$ cat config.mk
export PLATFORM = sky130hd
export DESIGN_NAME = adpll_lock_controller
export DESIGN_NICKNAME = d
export VERILOG_FILES = /design/src/rtl/adpll_ctrl_pkg.sv /design/src/rtl/error_magnitude.sv /design/src/rtl/adpll_lock_controller.sv
export SDC_FILE = /design/constraint.sdc
export NUM_CORES = 1
export LEC_CHECK = 0
export ABC_AREA = 1
export CAP_MARGIN = 20
export CORE_MARGIN = 1.5
export CORE_UTILIZATION = 45
export CTS_BUF_LIST = sky130_fd_sc_hd__clkbuf_16
export CTS_CLUSTER_DIAMETER = 60
export DETAILED_ROUTE_END_ITERATION = 6
export SETUP_SLACK_MARGIN = 0.1
export SYNTH_ARGS = -nofsm -noshare
export SYNTH_HDL_FRONTEND = slang
export SYNTH_HIERARCHICAL = 1
export SYNTH_SLANG_ARGS = --single-unit
$ cat constraint.sdc
create_clock -name fpga_clk_i -period 5 [get_ports fpga_clk_i]
set_clock_uncertainty 0.2 [all_clocks]
set_input_delay 1 -clock fpga_clk_i [delete_from_list [all_inputs] [get_ports fpga_clk_i]]
set_output_delay 1 -clock fpga_clk_i [all_outputs]
set_load 0.02 [all_outputs]
$ cat src/rtl/adpll_ctrl_pkg.sv
// Shared types and defaults for the ADPLL lock controller.
package adpll_ctrl_pkg;

  // Controller states; the encoding is visible on state_o.
  typedef enum logic [2:0] {
    ST_IDLE   = 3'd0,
    ST_SETTLE = 3'd1,
    ST_COARSE = 3'd2,
    ST_FINE   = 3'd3,
    ST_LOCKED = 3'd4,
    ST_FAULT  = 3'd5
  } state_e;

  // Loop gain selection driven to the ADPLL.
  localparam logic GAIN_COARSE = 1'b0;
  localparam logic GAIN_FINE   = 1'b1;

  // Default tuning of the lock sequence.
  localparam int DEF_SETTLE_CYCLES = 64;
  localparam int DEF_COARSE_THRESH = 16;
  localparam int DEF_LOCK_THRESH   = 4;
  localparam int DEF_LOCK_COUNT    = 16;
  localparam int DEF_UNLOCK_THRESH = 16;
  localparam int DEF_UNLOCK_COUNT  = 4;
  localparam int DEF_TIMEOUT       = 4096;

  // The window counter serves both lock and unlock qualification, so it is
  // sized for the larger of the two targets.
  function automatic int max_int(input int a, input int b);
    return (a > b) ? a : b;
  endfunction

endpackage

$ cat src/rtl/error_magnitude.sv
// Saturating absolute value of the signed 8-bit phase error.
// -128 has no positive 8-bit twin, so it is clamped to 127.
module error_magnitude (
  input  logic [7:0] error_i,
  output logic [6:0] mag_o
);

  logic [7:0] abs_val;

  // Two's-complement negate negative errors, then clamp the lone -128 case.
  always_comb begin
    abs_val = error_i[7] ? (~error_i + 8'd1) : error_i;
    mag_o   = abs_val[7] ? 7'h7f : abs_val[6:0];
  end

endmodule

$ cat src/rtl/adpll_lock_controller.sv
// Lock sequencing FSM for an all-digital PLL: settle, coarse acquisition,
// fine acquisition, locked monitoring and timeout fault.
module adpll_lock_controller
  import adpll_ctrl_pkg::*;
#(
  parameter int SETTLE_CYCLES = DEF_SETTLE_CYCLES,
  parameter int COARSE_THRESH = DEF_COARSE_THRESH,
  parameter int LOCK_THRESH   = DEF_LOCK_THRESH,
  parameter int LOCK_COUNT    = DEF_LOCK_COUNT,
  parameter int UNLOCK_THRESH = DEF_UNLOCK_THRESH,
  parameter int UNLOCK_COUNT  = DEF_UNLOCK_COUNT,
  parameter int TIMEOUT       = DEF_TIMEOUT
) (
  input  logic       fpga_clk_i,
  input  logic       reset_n_i,
  input  logic       start_i,
  input  logic       stop_i,
  input  logic [7:0] error_i,
  input  logic       error_valid_i,
  output logic       adpll_enable_o,
  output logic       gain_sel_o,
  output logic       locked_o,
  output logic       lock_lost_o,
  output logic       fault_o,
  output logic [2:0] state_o
);

  localparam int SETTLE_W = $clog2(SETTLE_CYCLES + 1);
  localparam int WIN_MAX  = max_int(LOCK_COUNT, UNLOCK_COUNT);
  localparam int WIN_W    = $clog2(WIN_MAX + 1);
  localparam int TMO_W    = $clog2(TIMEOUT + 1);

  localparam logic [SETTLE_W-1:0] SETTLE_LAST = SETTLE_W'(SETTLE_CYCLES - 1);
  localparam logic [SETTLE_W-1:0] SETTLE_SAT  = SETTLE_W'(SETTLE_CYCLES);
  localparam logic [WIN_W-1:0]    WIN_SAT     = WIN_W'(WIN_MAX);
  localparam logic [WIN_W-1:0]    WIN_LOCK    = WIN_W'(LOCK_COUNT);
  localparam logic [WIN_W-1:0]    WIN_UNLOCK  = WIN_W'(UNLOCK_COUNT);
  localparam logic [TMO_W-1:0]    TMO_SAT     = TMO_W'(TIMEOUT);
  localparam logic [6:0]          COARSE_LIM  = 7'(COARSE_THRESH);
  localparam logic [6:0]          LOCK_LIM    = 7'(LOCK_THRESH);
  localparam logic [6:0]          UNLOCK_LIM  = 7'(UNLOCK_THRESH);

  state_e               state_q, state_d;
  logic [SETTLE_W-1:0]  settle_cnt_q, settle_cnt_d;
  logic [WIN_W-1:0]     win_cnt_q, win_cnt_d;
  logic [TMO_W-1:0]     tmo_cnt_q, tmo_cnt_d;
  logic                 adpll_enable_q, adpll_enable_d;
  logic                 gain_sel_q, gain_sel_d;
  logic                 locked_q, locked_d;
  logic                 lock_lost_q, lock_lost_d;
  logic                 fault_q, fault_d;

  logic [6:0]           mag;
  logic [SETTLE_W-1:0]  settle_inc;
  logic [WIN_W-1:0]     win_inc;
  logic [TMO_W-1:0]     tmo_inc;

  error_magnitude u_error_magnitude (
    .error_i (error_i),
    .mag_o   (mag)
  );

  // Saturating increments; transitions fire on reaching the target, so
  // saturation only guards against wrap if a count were ever left running.
  always_comb begin
    settle_inc = (settle_cnt_q == SETTLE_SAT) ? settle_cnt_q : settle_cnt_q + SETTLE_W'(1);
    win_inc    = (win_cnt_q == WIN_SAT)       ? win_cnt_q    : win_cnt_q + WIN_W'(1);
    tmo_inc    = (tmo_cnt_q == TMO_SAT)       ? tmo_cnt_q    : tmo_cnt_q + TMO_W'(1);
  end

  // Next-state, counter updates and registered-output precompute.
  always_comb begin
    state_d      = state_q;
    settle_cnt_d = settle_cnt_q;
    win_cnt_d    = win_cnt_q;
    tmo_cnt_d    = tmo_cnt_q;
    lock_lost_d  = 1'b0;

    if (stop_i) begin
      state_d = ST_IDLE;
    end else begin
      case (state_q)
        ST_IDLE: begin
          if (start_i) begin
            state_d      = ST_SETTLE;
            settle_cnt_d = '0;
            win_cnt_d    = '0;
            tmo_cnt_d    = '0;
          end
        end

        ST_SETTLE: begin
          if (settle_cnt_q == SETTLE_LAST) begin
            state_d = ST_COARSE;
          end else begin
            settle_cnt_d = settle_inc;
          end
        end

        ST_COARSE: begin
          if (error_valid_i) begin
            tmo_cnt_d = tmo_inc;
            if (tmo_inc == TMO_SAT) begin
              state_d = ST_FAULT;
            end else if (mag <= COARSE_LIM) begin
              if (win_inc == WIN_LOCK) begin
                state_d   = ST_FINE;
                win_cnt_d = '0;
              end else begin
                win_cnt_d = win_inc;
              end
            end else begin
              win_cnt_d = '0;
            end
          end
        end

        ST_FINE: begin
          if (error_valid_i) begin
            tmo_cnt_d = tmo_inc;
            if (tmo_inc == TMO_SAT) begin
              state_d = ST_FAULT;
            end else if (mag > COARSE_LIM) begin
              state_d   = ST_COARSE;
              win_cnt_d = '0;
            end else if (mag <= LOCK_LIM) begin
              if (win_inc == WIN_LOCK) begin
                state_d   = ST_LOCKED;
                win_cnt_d = '0;
                tmo_cnt_d = '0;
              end else begin
                win_cnt_d = win_inc;
              end
            end else begin
              win_cnt_d = '0;
            end
          end
        end

        ST_LOCKED: begin
          if (error_valid_i) begin
            if (mag > UNLOCK_LIM) begin
              if (win_inc == WIN_UNLOCK) begin
                state_d      = ST_COARSE;
                lock_lost_d  = 1'b1;
                settle_cnt_d = '0;
                win_cnt_d    = '0;
                tmo_cnt_d    = '0;
              end else begin
                win_cnt_d = win_inc;
              end
            end else begin
              win_cnt_d = '0;
            end
          end
        end

        ST_FAULT: begin
          state_d = ST_FAULT;
        end

        default: begin
          state_d = ST_IDLE;
        end
      endcase
    end

    // Outputs are decoded from the next state so they register alongside it.
    adpll_enable_d = (state_d == ST_SETTLE) || (state_d == ST_COARSE) ||
                     (state_d == ST_FINE)   || (state_d == ST_LOCKED);
    gain_sel_d     = ((state_d == ST_FINE) || (state_d == ST_LOCKED)) ? GAIN_FINE : GAIN_COARSE;
    locked_d       = (state_d == ST_LOCKED);
    fault_d        = (state_d == ST_FAULT);
  end

  // State, counters and outputs; reset clears everything with no pulse.
  always_ff @(posedge fpga_clk_i or negedge reset_n_i) begin
    if (!reset_n_i) begin
      state_q        <= ST_IDLE;
      settle_cnt_q   <= '0;
      win_cnt_q      <= '0;
      tmo_cnt_q      <= '0;
      adpll_enable_q <= 1'b0;
      gain_sel_q     <= 1'b0;
      locked_q       <= 1'b0;
      lock_lost_q    <= 1'b0;
      fault_q        <= 1'b0;
    end else begin
      state_q        <= state_d;
      settle_cnt_q   <= settle_cnt_d;
      win_cnt_q      <= win_cnt_d;
      tmo_cnt_q      <= tmo_cnt_d;
      adpll_enable_q <= adpll_enable_d;
      gain_sel_q     <= gain_sel_d;
      locked_q       <= locked_d;
      lock_lost_q    <= lock_lost_d;
      fault_q        <= fault_d;
    end
  end

  assign adpll_enable_o = adpll_enable_q;
  assign gain_sel_o     = gain_sel_q;
  assign locked_o       = locked_q;
  assign lock_lost_o    = lock_lost_q;
  assign fault_o        = fault_q;
  assign state_o        = state_q;

endmodule

==> metrics.txt <==
Clock Root Buffer sky130_fd_sc_hd__clkbuf_16; remaining max-slew budget at the tightest pin 0.5537; part of the power in the clock network 0.510; dominant cell type by area after synthesis sky130_fd_sc_hd__dfrtp_1; TritonCTS clock tree done; startpoint class of the critical path primary input; effective utilization at floorplan 0.4666; First-pass DRT Iterations 4; post-placement cell area 3034 µm²; cell internal power dissipation between 0.5 and 0.6 mW; fin area 3224 µm²; Tcrit/Tclk final 0.7525; unrepaired setup endpoints after global routing false; switching power roughly 0.19 mW; WL final 6348 µm; power per unit of standard cell area around 240 nW/µm²; endpoints failing hold 0; status finished clean; biggest area contributors in the synthesized netlist sky130_fd_sc_hd__dfrtp_1 (30%), sky130_fd_sc_hd__nand2_1 (15%), sky130_fd_sc_hd__inv_1 (7.3%); Worst Path Required approximately 5000 ps; Post-CTS Setup Repair Bufs 0; clock insertion delay at the later pin of the skew report roughly 280 ps; number of filler cells placed in the layout between 600 and 700; post-cts sizing count 0; number of core rows 28; Mapped Avg Cell Area between 6 and 7 µm²; Inserted Diodes 0; antenna violations before repair 0; Final min period roughly 3800 ps; die span in x 81.59 µm; detailed-placement wirelength estimate roughly 4900 µm; placed insts 499; number of global-route vias before repair around 2400; kind of critical path in -> reg; count of pins over their slew limit 0; net switching share of the total power 0.2428; Lkg Pwr 1.498 nW; cell area after technology mapping between 2000 and 3000 µm²; Fmax 0.2658 GHz; TNS Setup 0 ps; Core Region just under 6000 µm²; combinational group share of total power 0.132; Worst Setup End Kind register; final RePlAce weighted congestion 0.8655; routed vias/inst just over 5; initial drt markers 149; Post-Syn Nets ~430; origin of the critical flop-to-flop path tmo_cnt_q[0]; kind of path behind the tightest hold check reg -> reg; Die Outline Area 6656 µm²; largest net degree at the start of global routing 34; level count of the clock H-tree 2; distinct cell type count of the synthesized netlist 39; drc violations 0; maximum fanout along the worst path 16; worst voltage drop across the vdd grid 0.0001408 V; count of buffers inserted at the top-level ports 20; global route total overflow 0; max-cap check violation count 0; Yosys reg bits 33; I/O pin count 21; Syn Inst Count 408; final instance count without filler cells just over 500; endpoints failing setup 0; fraction of post-synthesis cell area in the top cell type by area 0.2972; Global Route Usage Sum 0.2157; share of cells above drive strength 1 0.1389; Yosys warning count 6; worst-case register-to-register setup slack around 2300 ps; area delta synth->final 16.03%; CTS buffer count 5; Post-CTS Hold Fix Bufs 0; net count of the finished layout ~450; Critical Path AT 3760 ps; first-pass GRT wire length around 11000 µm; hold_sp win_cnt_q[1]; via count of the routed design approximately 2600; fraction of the yosys area taken by sequential cells 0.2972; number of clock sinks seen by CTS 33; part of the total power dissipated in sequential elements 0.358; clock slew seen by the registers of the worst setup and hold paths 50 ps; average wire length per cell after detail routing 12.52 µm; die height 81.59 µm; Routed Antenna Nets 0; source of the critical timing path error_i[7]; slew at the pin with the worst max-slew slack around 670 ps; maximum root-to-sink buffer count 2
-- state kept, by name, indices dropped and copies added, names as in the netlist --
register / flops
tmo_cnt_q: 13
settle_cnt_q: 7
win_cnt_q: 5
state_o: 3
adpll_enable_o: 1
fault_o: 1
gain_sel_o: 1
lock_lost_o: 1
locked_o: 1
-- worst max-delay path, stage by stage --
cell	delay, ps
sky130_fd_sc_hd__clkdlybuf4s50_1	700
sky130_fd_sc_hd__inv_4	90
sky130_fd_sc_hd__nor2_8	110
sky130_fd_sc_hd__nand4_4	120
sky130_fd_sc_hd__nand3_1	150
sky130_fd_sc_hd__nor2_1	50
sky130_fd_sc_hd__nand2_1	60
sky130_fd_sc_hd__a21o_1	170
sky130_fd_sc_hd__nand3_1	100
sky130_fd_sc_hd__nor2_2	160
sky130_fd_sc_hd__nor2_2	80
sky130_fd_sc_hd__nor3_4	470
sky130_fd_sc_hd__buf_4	280
sky130_fd_sc_hd__nand3_1	90
sky130_fd_sc_hd__o22ai_2	110
-- per-layer routing --
layer	track usage	part of all wire
met5	0	0
met4	0.05763	0.013
met3	0.02778	0.029
met2	0.3479	0.45
met1	0.3038	0.51
-- stage by stage --
step | hold slack (ps) | power [mW] | setup slack (ps) | utilization
after floorplan | 293.0 | 0.3532 | 2036 | -
after global routing | 406.1 | 0.8227 | 851.5 | 0.5414
after detailed placement | 344.0 | 0.3900 | 899.7 | 0.5095
after global placement | 334.9 | 0.3889 | 930.2 | 0.5095
final | 351.9 | 0.7871 | 1237 | 0.5414
after CTS | 356.6 | 0.7937 | 1179 | 0.5414
-- area by class of cell --
cell class	count	area, µm²	share of cell area
multi-input cells	305	1657	0.5138
flip-flops and latches	33	825.8	0.2561
inverters	64	242.7	0.07528
repair buffers	22	215.2	0.06674
clock buffers	5	125.1	0.03880
well taps	75	93.84	0.02910
clock inverters	3	65.06	0.02018
-- cells in the final DEF, fill, tap and decap left out, types with 2 or more instances in the layout --
cell type and count:
sky130_fd_sc_hd__a21oi_1 8, sky130_fd_sc_hd__buf_4 2, sky130_fd_sc_hd__bufinv_16 2, sky130_fd_sc_hd__clkbuf_16 5, sky130_fd_sc_hd__clkdlybuf4s50_1 20, sky130_fd_sc_hd__dfrtp_1 33, sky130_fd_sc_hd__ha_1 7, sky130_fd_sc_hd__inv_1 54
sky130_fd_sc_hd__inv_2 9, sky130_fd_sc_hd__nand2_1 110, sky130_fd_sc_hd__nand2_2 10, sky130_fd_sc_hd__nand3_1 35, sky130_fd_sc_hd__nand3_2 4, sky130_fd_sc_hd__nand3b_1 4, sky130_fd_sc_hd__nand4_1 8, sky130_fd_sc_hd__nor2_1 37
sky130_fd_sc_hd__nor2_2 12, sky130_fd_sc_hd__nor2_4 4, sky130_fd_sc_hd__nor3_1 6, sky130_fd_sc_hd__o21ai_0 14, sky130_fd_sc_hd__o21ai_1 6, sky130_fd_sc_hd__o22ai_1 10, sky130_fd_sc_hd__o22ai_2 2, sky130_fd_sc_hd__o31ai_1 5
sky130_fd_sc_hd__xor2_1 9
-- synthesized netlist by cell type, drive strengths merged --
cell type  count
or2            1
nor3           8
nand4         10
nor2          54
a21oi          9
o41ai          1
nor4           1
a211oi         1
dfrtp         33
a21o           1
o21ai         21
nand3         40
a31oi          1
inv           64
xor2           9
ha             7
nand3b         4
o22ai         12
o31ai          5
nand2        120
buf            6
-- cells by family (layout without fill, tap and decap cells) --
group | after synthesis | count (layout) | synth area share
flip-flops | 33 | 33 | 0.2972
AO/OA/AOI/OAI | 51 | 51 | 0.1153
buffers and inverters | 70 | 94 | 0.1067
XOR/XNOR | 9 | 9 | 0.02837
AND/OR/NAND/NOR | 238 | 238 | 0.4210
adder cells (fa/ha/maj) | 7 | 7 | 0.03152
-- power groups by stage --
stage	Clock [mW]	Sequential [mW]	Combinational, mW
6_report	0.401	0.282	0.104
3_5_place_dp	0	0.287	0.103
4_1_cts	0.407	0.282	0.104
3_3_place_gp	0	0.287	0.102
2_1_floorplan	0	0.286	0.0669
5_1_grt	0.419	0.283	0.120
-- final timing paths --
| path | cells after the start | endpoint |
|---|---|---|
| setup / recovery | 15 | tmo_cnt_q[7] |
| hold / removal | 2 | win_cnt_q[1] |
| setup reg to reg | 12 | tmo_cnt_q[0] |
| hold reg to reg | 2 | win_cnt_q[1] |
| max in group asynchronous | 2 | settle_cnt_q[0] |
| min in group asynchronous | 2 | tmo_cnt_q[7] |
(Power assumes the default switching activity.)
